<file path="src/rtl/jt1943_dwnld.sv">
// ROM download sequencer: buffers ioctl bytes in a 4-deep FIFO and commits each
// one either as an SDRAM byte-lane write (prog_we/prog_ack) or as a PROM strobe.
module jt1943_dwnld #(
  parameter logic [21:0] PROM_START = 22'h1E0000,
  parameter int          PROM_N     = 8
) (
  input  logic              clk,
  input  logic              rst_n,
  input  logic              downloading,
  input  logic              ioctl_wr,
  input  logic [21:0]       ioctl_addr,
  input  logic [7:0]        ioctl_data,
  output logic              ioctl_wait,
  output logic              prog_we,
  output logic [21:0]       prog_addr,
  output logic [7:0]        prog_data,
  output logic [1:0]        prog_mask,
  input  logic              prog_ack,
  output logic [PROM_N-1:0] prom_we,
  output logic [7:0]        prom_addr,
  output logic [7:0]        prom_data,
  output logic              busy,
  output logic              done,
  output logic              ovf
);
  localparam logic [1:0]  IDLE = 2'd0, SDWR = 2'd1, GAP = 2'd2;
  localparam logic [21:0] PROM_SPAN = 22'(PROM_N * 256);

  logic [29:0]       mem_q [4];
  logic [1:0]        wp_q, rp_q, state_q, state_d;
  logic [2:0]        cnt_q, cnt_d;
  logic              push, pop, sd_load, prom_pop, prom_fire, hold_q;
  logic              dl_q, fall, rise, arm_q, arm_d, done_fire, ovf_q, ovf_d;
  logic              prog_we_q, busy_q, done_q;
  logic [21:0]       prog_addr_q, head_addr;
  logic [7:0]        prog_data_q, prom_addr_q, prom_data_q, head_data;
  logic [1:0]        prog_mask_q;
  logic [PROM_N-1:0] prom_we_q, oh;
  logic [2:0]        idx;
  logic              is_prom, hit;

  assign push       = ioctl_wr && !cnt_q[2];
  assign {head_addr, head_data} = mem_q[rp_q];
  assign is_prom    = head_addr >= PROM_START;
  // Range check covers the whole offset so bytes past the last PROM are dropped
  assign hit        = (head_addr - PROM_START) < PROM_SPAN;
  assign idx        = 3'((head_addr - PROM_START) >> 8);
  assign ioctl_wait = cnt_q >= 3'd3;
  assign fall       = dl_q && !downloading;
  assign rise       = !dl_q && downloading;
  assign done_fire  = (arm_q || fall) && cnt_q == 3'd0 && state_q == IDLE;

  always_comb begin
    oh = '0;
    for (int i = 0; i < PROM_N; i++) oh[i] = (idx == 3'(i));
  end

  always_comb begin
    state_d   = state_q;
    pop       = 1'b0;
    sd_load   = 1'b0;
    prom_pop  = 1'b0;
    prom_fire = 1'b0;
    case (state_q)
      IDLE: if (cnt_q != 3'd0 && !hold_q) begin
        if (!is_prom) begin
          sd_load = 1'b1;
          state_d = SDWR;
        end else begin
          pop       = 1'b1;
          prom_pop  = 1'b1;
          prom_fire = hit;
        end
      end
      SDWR: if (prog_ack) begin
        pop     = 1'b1;
        state_d = GAP;
      end
      default: state_d = IDLE;
    endcase
  end

  always_comb begin
    cnt_d = cnt_q;
    if (push && !pop)      cnt_d = cnt_q + 3'd1;
    else if (!push && pop) cnt_d = cnt_q - 3'd1;
    arm_d = done_fire ? 1'b0 : (fall ? 1'b1 : arm_q);
    ovf_d = (ioctl_wr && cnt_q[2]) ? 1'b1 : (rise ? 1'b0 : ovf_q);
  end

  always_ff @(posedge clk)
    if (push) mem_q[wp_q] <= {ioctl_addr, ioctl_data};

  always_ff @(posedge clk or negedge rst_n) begin
    if (!rst_n) begin
      wp_q <= '0; rp_q <= '0; cnt_q <= '0; state_q <= IDLE; hold_q <= 1'b0;
      dl_q <= 1'b0; arm_q <= 1'b0; ovf_q <= 1'b0; done_q <= 1'b0; busy_q <= 1'b0;
      prog_we_q <= 1'b0; prog_addr_q <= '0; prog_data_q <= '0; prog_mask_q <= '0;
      prom_we_q <= '0; prom_addr_q <= '0; prom_data_q <= '0;
    end else begin
      state_q <= state_d;
      cnt_q   <= cnt_d;
      if (push) wp_q <= wp_q + 2'd1;
      if (pop)  rp_q <= rp_q + 2'd1;
      // PROM path rests one cycle after each byte, giving one strobe per 2 cycles
      hold_q    <= prom_pop;
      dl_q      <= downloading;
      arm_q     <= arm_d;
      ovf_q     <= ovf_d;
      done_q    <= done_fire;
      busy_q    <= (cnt_q != 3'd0) || (state_q != IDLE);
      prog_we_q <= (state_d == SDWR);
      if (sd_load) begin
        prog_addr_q <= {1'b0, head_addr[21:1]};
        prog_data_q <= head_data;
        prog_mask_q <= head_addr[0] ? 2'b01 : 2'b10;
      end
      prom_we_q <= prom_fire ? oh : '0;
      if (prom_fire) begin
        prom_addr_q <= head_addr[7:0];
        prom_data_q <= head_data;
      end
    end
  end

  assign prog_we   = prog_we_q;
  assign prog_addr = prog_addr_q;
  assign prog_data = prog_data_q;
  assign prog_mask = prog_mask_q;
  assign prom_we   = prom_we_q;
  assign prom_addr = prom_addr_q;
  assign prom_data = prom_data_q;
  assign busy      = busy_q;
  assign done      = done_q;
  assign ovf       = ovf_q;
endmodule

</file>
<file path="config.mk">
export PLATFORM = sky130hd
export DESIGN_NAME = jt1943_dwnld
export DESIGN_NICKNAME = d
export VERILOG_FILES = /design/src/rtl/jt1943_dwnld.sv
export SDC_FILE = /design/constraint.sdc
export NUM_CORES = 1
export LEC_CHECK = 0
export ABC_CLOCK_PERIOD_IN_PS = 3300
export BUFFER_PORTS_ARGS = -buffer_cell sky130_fd_sc_hd__buf_2
export CAP_MARGIN = 5
export CORE_ASPECT_RATIO = 1.2
export CORE_MARGIN = 1.5
export CORE_UTILIZATION = 50
export CTS_BUF_LIST = sky130_fd_sc_hd__clkbuf_8
export CTS_CLUSTER_SIZE = 25
export DETAILED_ROUTE_END_ITERATION = 8
export PLACE_DENSITY_LB_ADDON = 0.25
export SLEW_MARGIN = 20
export SYNTH_ARGS = -nofsm -noshare
export SYNTH_HDL_FRONTEND = slang
export SYNTH_SLANG_ARGS = --single-unit
export TNS_END_PERCENT = 30
</file>
<file path="constraint.sdc">
create_clock -name clk -period 3.3 [get_ports clk]
set_clock_uncertainty 0.1 [all_clocks]
set_input_delay 0.33 -clock clk [delete_from_list [all_inputs] [get_ports clk]]
set_output_delay 0.33 -clock clk [all_outputs]
set_load 0.02 [all_outputs]
</file>
==> flow_metrics.tcl, run 1 <==
set metrics [dict create \
    dr.pass1.iters 4 \
    routed_wirelength_um 13400 \
    drt_iter0_drc 125 \
    rsz0062_at_grt "false" \
    cts_tree "done" \
    final-setup-viol-count 0 \
    crit_path_max_incr_delay_ns 0.58 \
    die_area_um2 15500 \
    synth.largest_area_cell "edfxtp_1" \
    slowest_stage "mux4_2" \
    clockBufferDepth 2 \
    wl_per_cell_um 18.9 \
    cts_root_buf "clkbuf_8" \
    path_clk_slew_ns 0.09 \
    fin_crit_ns 3.14 \
    hold_violations 0 \
    syn_nets 407 \
    maxCapViolations 0 \
    power_leakage_nw 3.66 \
    fp-row-count 48 \
    final_common_cell "edfxtp_1" \
    die_height_um 136 \
    coreArea_um2 14400 \
    synth_area_um2 7380 \
    grt_pass1_vias 3883 \
    pin_count 96 \
    critPathRequiredTime_ns 3.58 \
    die_width_um 114 \
    critPathCaptureType "register" \
    p_total_mw 7.83 \
    layout_common_cells "edfxtp_1 (120), buf_2 (93), dfrtp_1 (70)" \
    clock_latency_ns 0.46 \
    status "complete, no violations" \
    grt_usage_pct 18.4 \
    ys_seq_elements 191 \
    worstSetupStartpointType "register" \
    antenna_found_initial 0 \
    place_congestion 0.764 \
    critPathMostFrequentCell "xor2_1" \
    p_per_area_nw_per_um2 879 \
    synth_top_area_share_pct 48.9 \
    ys_warn_count 0 \
    area_growth_pct 20.8 \
    fin_crit_sh_pct 95.0 \
    num_vias 3722 \
    hp-class "register to register" \
    route.detailed.drc 0 \
    grt_first_pass_wirelength_um 20600 \
    slew_headroom_pct 37.6 \
    synth.area.top_cells "edfxtp_1 (49%), dfrtp_1 (24%), mux4_2 (9.2%)" \
    drv_slew 0 \
    ant_nets 0 \
    synth_ff_type "edfxtp_1" \
    grt_max_degree 72 \
    max_freq_mhz 319 \
    grt_overflow 0 \
    htree_levels 4 \
    synth-edff-count 120 \
    async_flop_share_pct 37.2 \
    fin_setup_tns_ns 0 \
    fin_nets 561 \
    worst-setup-path-type "register to register" \
    detail_route.vias_per_cell 5.26 \
    final_layout_size_suffix_gt1_share_pct 40.8 \
    hpwl_um 8580 \
    synth_cells 365 \
    cts.sink_count 191 \
    antenna_cells 0 \
    worstPathCellList "buf_12 -> mux4_2 -> a41o_1 -> o21ba_2 -> o21ai_2 -> ha_2 -> inv_1 -> fa_1 -> xor2_1 -> nor2_1 -> xor2_1" \
    start_util_pct 51.2 \
    synth_seq_area_share_pct 72.9 \
    arrival_ns 3.41 \
    cts_made_buffers 17 \
    synth_cell_types 44 \
    ir_drop_v 0.000490 \
    worst-path-max-fanout 15 \
    tightest_slew_ns 0.936 \
    io_buffers 94 \
    syn_avg_cell_area_um2 20.2 \
]
## cell type report
cell class	count	area (um^2)
clock buffer	22	303
clock inverter	10	106
fill	1053	5500
inverter	6	22.5
multi-input combinational	153	1850
sequential	191	5380
tap	175	219
timing repair buffer	150	1030
## power by group
group          total [mW]  switching (mW)  internal, mW
clock network        1.53           0.764         0.769
registers            3.31           0.227          3.08
logic                2.99            1.51          1.47
## routing by layer
layer,wire length (um),vias to the layer above,global-route usage [%]
li1,-,1717,-
met1,5690,1915,22.0
met2,7120,77,32.5
met3,404,13,4.06
met4,175,0,7.29
met5,0,-,0
## per-stage QoR
step | util (%) | setup WS, ns | instances | cell area (um^2) | hold slack [ns]
2_1_floorplan | - | 0.325 | 365 | 7380 | -0.0656
3_3_place_gp | 56.0 | 0.173 | 634 | 8080 | 0.357
3_5_place_dp | 56.0 | 0.0885 | 634 | 8080 | 0.364
4_1_cts | 61.2 | 0.0663 | 700 | 8830 | 0.387
5_1_grt | 61.8 | 0.0474 | 707 | 8910 | 0.405
6_report | 61.8 | 0.164 | 707 | 8910 | 0.383
## Yosys cell counts, types with 2 or more instances
cell      instances
and4_1            2
buf_12            2
ha_1              6
clkbuf_1          2
nor2_1           12
edfxtp_1        120
buf_4             2
mux2_1           19
o21ai_0           4
mux2_4           26
nand2_1           7
nor4_1            4
xor2_1            4
nand3_1           2
buf_6             5
xnor2_1           5
nor3b_1           2
nor3_1            3
a21oi_1           2
buf_2             3
inv_1             6
and2_1            5
mux4_2           30
dfrtp_1          71
nor4b_1           2
## worst max-delay path: cells and delay by family (launching register included)
family	cells	cell delay, ns
XOR/XNOR	2	0.30
AND/OR/NAND/NOR	1	0.11
AO/OA/AOI/OAI	3	0.70
buffers and inverters	2	0.24
flip-flops	1	0.43
multiplexers	1	0.58
adder cells (fa/ha/maj)	2	0.59
## cell families (layout without fill, tap and decap cells)
group | after synthesis | after routing | synth area share, %
flip-flops | 191 | 191 | 72.9
AND/OR/NAND/NOR | 48 | 48 | 3.73
XOR/XNOR | 9 | 9 | 1.07
other | 1 | 1 | 0.0508
multiplexers | 77 | 77 | 17.6
adder cells (fa/ha/maj) | 7 | 7 | 1.29
buffers and inverters | 21 | 188 | 2.32
AO/OA/AOI/OAI | 11 | 11 | 0.950
## registers in the layout, summed over array words and instances, names as in the netlist, 2 cells and up
register   count
rp_q           2
cnt_q          3
wp_q           2
prog_mask      2
prog_data      8
prom_we        8
prom_addr      8
mem_q        120
prog_addr     21
prom_data      8
state_q        2
## final timing paths
check                        start  endpoint  slack [ns]  cells past startpoint
min                          arm_q      done        0.38                      2
max reg2reg                rp_q[0]  cnt_q[2]        0.16                     11
min in group asynchronous    rst_n       ovf        0.45                      2
max                        rp_q[0]  cnt_q[2]        0.16                     11
max in group asynchronous    rst_n   rp_q[0]        2.00                      2
min reg2reg                  arm_q      done        0.38                      2
## what timing repair did
action | in CTS | in global routing
hold endpoints to repair | 194 | 0
gates resized for setup | 0 | 4
setup endpoints to repair | 0 | 2
setup buffers | 0 | 7
hold buffers | 34 | 0
(Power assumes the default switching activity.)
==> inputs of run 2 (changes only) <==
Settings changed: PLACE_DENSITY set to 0.73, PLACE_DENSITY_LB_ADDON 0.25 to unset.
==> flow_metrics.tcl, run 2 (synthesis results as in run 1) <==
set metrics [dict create \
    status "complete, no violations" \
    fp-row-count 48 \
    fin_setup_tns_ns 0 \
    max_freq_mhz 320 \
    start_util_pct 51.2 \
    layout_common_cells "edfxtp_1 (120), buf_2 (93), dfrtp_1 (70)" \
    clockBufferDepth 2 \
    ir_drop_v 0.000375 \
    hold_violations 0 \
    p_per_area_nw_per_um2 888 \
    grt_usage_pct 19.0 \
    crit_path_max_incr_delay_ns 0.56 \
    power_leakage_nw 3.66 \
    post-place-ws_ns 0.171 \
    min-delay-start "prom_data[6]" \
    critPathCaptureType "register" \
    routed_wirelength_um 13600 \
    worst-setup-path-type "register to register" \
    r2r_setup_slack_ns 0.18 \
    regToRegEndpoint "cnt_q[1]" \
    slowest_stage "mux4_2" \
    grt_first_pass_wirelength_um 21500 \
    worst-path-max-fanout 9 \
    final-setup-viol-count 0 \
    place_congestion 0.810 \
    io_buffers 94 \
    cts_root_buf "clkbuf_8" \
    die_width_um 114 \
    regMostFlops "mem_q" \
    drv_slew 0 \
    dr.pass1.iters 4 \
    hp-class "register to register" \
    critPathRequiredTime_ns 3.54 \
    worst-path-buf-inv 3 \
    detail_route.vias_per_cell 5.44 \
    num_vias 3827 \
    wl_per_cell_um 19.4 \
    cts_tree "done" \
    die_height_um 136 \
    ant_nets 0 \
    fin_nets 558 \
    holdPathStages 1 \
    cts_made_buffers 17 \
    antenna_found_initial 0 \
    final_layout_size_suffix_gt1_share_pct 38.9 \
    coreArea_um2 14400 \
    final_common_cell "edfxtp_1" \
    antenna_cells 0 \
    grt_max_degree 72 \
    fin_crit_ns 3.12 \
    maxCapViolations 0 \
    cts.sink_count 191 \
    drt_iter0_drc 153 \
    fin_ws_ns 0.179 \
    area_growth_pct 20.5 \
    pin_count 96 \
    rsz0062_at_grt "false" \
    grt_overflow 0 \
    hpwl_um 8760 \
    worstSetupStartpointType "register" \
    rr_worst_depth 11 \
    largest_reg_flops 120 \
    r2r_start "rp_q[0]" \
    path_delay_family "multiplexers" \
    tightest_slew_ns 0.940 \
    worstPathCellList "buf_12 -> buf_4 -> mux4_2 -> nor4_1 -> nand4b_1 -> nand2_1 -> o21ai_1 -> ha_2 -> inv_1 -> fa_1 -> mux2_2" \
    clock_latency_ns 0.46 \
    die_area_um2 15500 \
    whs_endpoint "prom_data[6]" \
    path_clk_slew_ns 0.10 \
    fin_crit_sh_pct 94.6 \
    htree_levels 4 \
    arrival_ns 3.36 \
    slew_headroom_pct 37.3 \
    grt_pass1_vias 4032 \
    route.detailed.drc 0 \
]
-- run 2: final cells by class --
class                           instances  area [um^2]
Tap cell                              175          219
Sequential cell                       191         5380
Multi-Input combinational cell        153         1830
Clock buffer                           17          234
Inverter                                6         22.5
Clock inverter                         15          179
Fill cell                            1050         5530
Timing Repair Buffer                  147         1020
-- run 2: worst max path at each step --
stage,startpoint,endpoint,cells past startpoint
after floorplan,rp_q[0],cnt_q[2],12
after global placement,rp_q[0],cnt_q[2],11
after detailed placement,rp_q[0],cnt_q[2],11
after CTS,rp_q[0],cnt_q[2],11
after global routing,rp_q[0],cnt_q[2],13
final,rp_q[0],cnt_q[1],11
-- run 2: through the flow --
| step | power, mW | area (um^2) | util (%) | hold slack (ns) | std cells |
|---|---|---|---|---|---|
| 2_1_floorplan | 5.46 | 7380 | - | -0.0656 | 365 |
| 3_3_place_gp | 6.15 | 8070 | 56.0 | 0.359 | 633 |
| 3_5_place_dp | 6.26 | 8070 | 56.0 | 0.361 | 633 |
| 4_1_cts | 7.88 | 8820 | 61.2 | 0.390 | 699 |
| 5_1_grt | 8.28 | 8890 | 61.7 | 0.402 | 704 |
| 6_report | 7.89 | 8890 | 61.7 | 0.382 | 704 |
-- run 2: power by group --
group,switching (mW),internal (mW),leakage (nW)
combinational,1.52,1.47,1.46
clock,0.778,0.811,0.224
sequential,0.231,3.08,1.98
total,2.52,5.36,3.66
-- run 2: worst reg2reg max path, cell delays in order (launching register included) --
cell,delay (ns)
dfrtp_2,0.42
buf_12,0.16
buf_4,0.12
mux4_2,0.56
nor4_1,0.32
nand4b_1,0.16
nand2_1,0.11
o21ai_1,0.10
ha_2,0.20
inv_1,0.06
fa_1,0.41
mux2_2,0.27
-- run 2: timing repair --
action                                  CTS  global route
gates resized for setup                   0             1
endpoints found under the setup margin    0             1
hold buffers                             34             0
hold endpoints to repair                192             0
setup buffers                             0             5
-- run 2: routing by layer --
metal	part of all wire (%)	vias up	track usage, %
met5	0	-	0
met4	2.0	0	8.13
met3	3.8	16	4.28
met2	53	108	33.6
met1	41	1988	22.2
li1	-	1715	-
==> inputs of run 3 (changes only) <==
Settings changed: PLACE_DENSITY 0.73 to unset, PLACE_DENSITY_LB_ADDON set to 0.12.
==> flow_metrics.tcl, run 3 (synthesis results as in run 1) <==
set metrics [dict create \
    status "complete, no violations" \
    regMostFlops "mem_q" \
    slowest_stage "mux4_2" \
    detail_route.vias_per_cell 5.35 \
    fill_cells 1100 \
    cts_tree "done" \
    die_area_um2 15500 \
    worst-path-buf-inv 2 \
    worst-path-max-fanout 11 \
    final_common_cell "edfxtp_1" \
    largest_reg_flops 120 \
    instances_no_fill 710 \
    clockBufferDepth 2 \
    ant_nets 0 \
    slew_headroom_pct 36.8 \
    drv_slew 0 \
    place_congestion 0.760 \
    cts.sink_count 191 \
    power_leakage_nw 3.69 \
    worstSetupStartpointType "register" \
    grt_first_pass_wirelength_um 21800 \
    critPathCaptureType "register" \
    grt_max_degree 72 \
    hpwl_um 9070 \
    final-setup-viol-count 0 \
    grt_overflow 0 \
    antenna_found_initial 0 \
    pin_count 96 \
    hp-class "register to register" \
    wl_per_cell_um 19.5 \
    antenna_cells 0 \
    area_growth_pct 21.2 \
    final_layout_size_suffix_gt1_share_pct 39.6 \
    die_height_um 136 \
    path_delay_family "compound AO/OA/AOI/OAI gates" \
    clock_latency_ns 0.47 \
    drt_iter0_drc 98 \
    io_buffers 94 \
    p_total_mw 7.84 \
    arrival_ns 3.40 \
    coreArea_um2 14400 \
    critPathRequiredTime_ns 3.59 \
    crit_path_max_incr_delay_ns 0.57 \
    placed_cells 639 \
    route.detailed.drc 0 \
    p_per_area_nw_per_um2 877 \
    path_clk_slew_ns 0.09 \
    max_freq_mhz 321 \
    die_width_um 114 \
    cts_root_buf "clkbuf_8" \
    grt_usage_pct 19.3 \
    fin_nets 564 \
    fin_crit_ns 3.11 \
    routed_wirelength_um 13800 \
    rsz0062_at_grt "false" \
    grt_pass1_vias 3962 \
    num_vias 3799 \
    worst_hold_slack_ns 0.384 \
    cts_made_buffers 17 \
    critPathMostFrequentCell "xor2_1" \
    worst-setup-path-type "register to register" \
    fin_setup_tns_ns 0 \
    start_util_pct 51.2 \
    maxCapViolations 0 \
    dr.pass1.iters 4 \
    fp-row-count 48 \
    tightest_slew_ns 0.948 \
    ir_drop_v 0.000368 \
    hold_violations 0 \
    layout_common_cells "edfxtp_1 (120), buf_2 (93), dfrtp_1 (70)" \
    htree_levels 4 \
    worstPathCellList "buf_12 -> mux4_2 -> a41o_1 -> o21ba_2 -> o21ai_2 -> ha_1 -> inv_1 -> fa_1 -> xor2_1 -> nor2_1 -> xor2_1" \
    fin_crit_sh_pct 94.4 \
]
## run 3: changes by cell type in the layout (fill, tap and decap cells not counted), sizes merged
cell	change
buf	+6
clkbuf	+4
bufinv	-2
inv	-4
clkinvlp	-1
clkinv	+3
## run 3: final timing paths
kind | from | to | slack, ns | depth (start not counted)
max | rp_q[0] | cnt_q[2] | 0.19 | 11
max reg2reg | rp_q[0] | cnt_q[2] | 0.19 | 11
max in group asynchronous | rst_n | rp_q[0] | 1.99 | 2
min | prom_data[5] | prom_data[5] | 0.38 | 1
min reg2reg | prom_data[5] | prom_data[5] | 0.38 | 1
min in group asynchronous | rst_n | ovf | 0.44 | 2
## run 3: per-stage QoR
| step | setup slack, ns | utilization (%) | area (um^2) |
|---|---|---|---|
| after floorplan | 0.325 | - | 7380 |
| after global placement | 0.162 | 56.6 | 8160 |
| after detailed placement | 0.0484 | 56.6 | 8160 |
| after CTS | 0.0176 | 61.8 | 8900 |
| after global routing | 0.00153 | 62.0 | 8940 |
| final | 0.186 | 62.0 | 8940 |
## run 3: layer usage
layer	global-route usage, %	wire [um]
met5	0	0
met4	8.82	323
met3	4.50	494
met2	32.2	7100
met1	24.3	5920
## run 3: what timing repair did
action | CTS | global route
setup endpoints to repair | 0 | 2
hold buffers | 34 | 0
buffers inserted | 0 | 5
endpoints found under the hold margin | 195 | 0
resized for setup | 0 | 1
## run 3: power by group
part	total, mW	switching (mW)	internal, mW
combinational	3.02	1.54	1.48
clock	1.51	0.766	0.747
sequential	3.31	0.228	3.08
## run 3: area by class of cell
| class | count | area (um^2) | share of cell area (%) |
|---|---|---|---|
| clock buffers | 21 | 289 | 3.23 |
| clock inverters | 11 | 113 | 1.26 |
| inverters | 6 | 22.5 | 0.252 |
| multi-input cells | 153 | 1830 | 20.5 |
| flip-flops and latches | 191 | 5380 | 60.2 |
| well taps | 175 | 219 | 2.45 |
| repair buffers | 153 | 1090 | 12.2 |
## run 3: worst reg2reg max path, delay by kind of cell (launching register included)
kind | cells | cell delay (ns)
xor+xnor | 2 | 0.32
compound gates | 3 | 0.70
mux | 1 | 0.57
buf+inv | 2 | 0.21
simple gates | 1 | 0.13
fa+ha+maj | 2 | 0.58
flops | 1 | 0.42
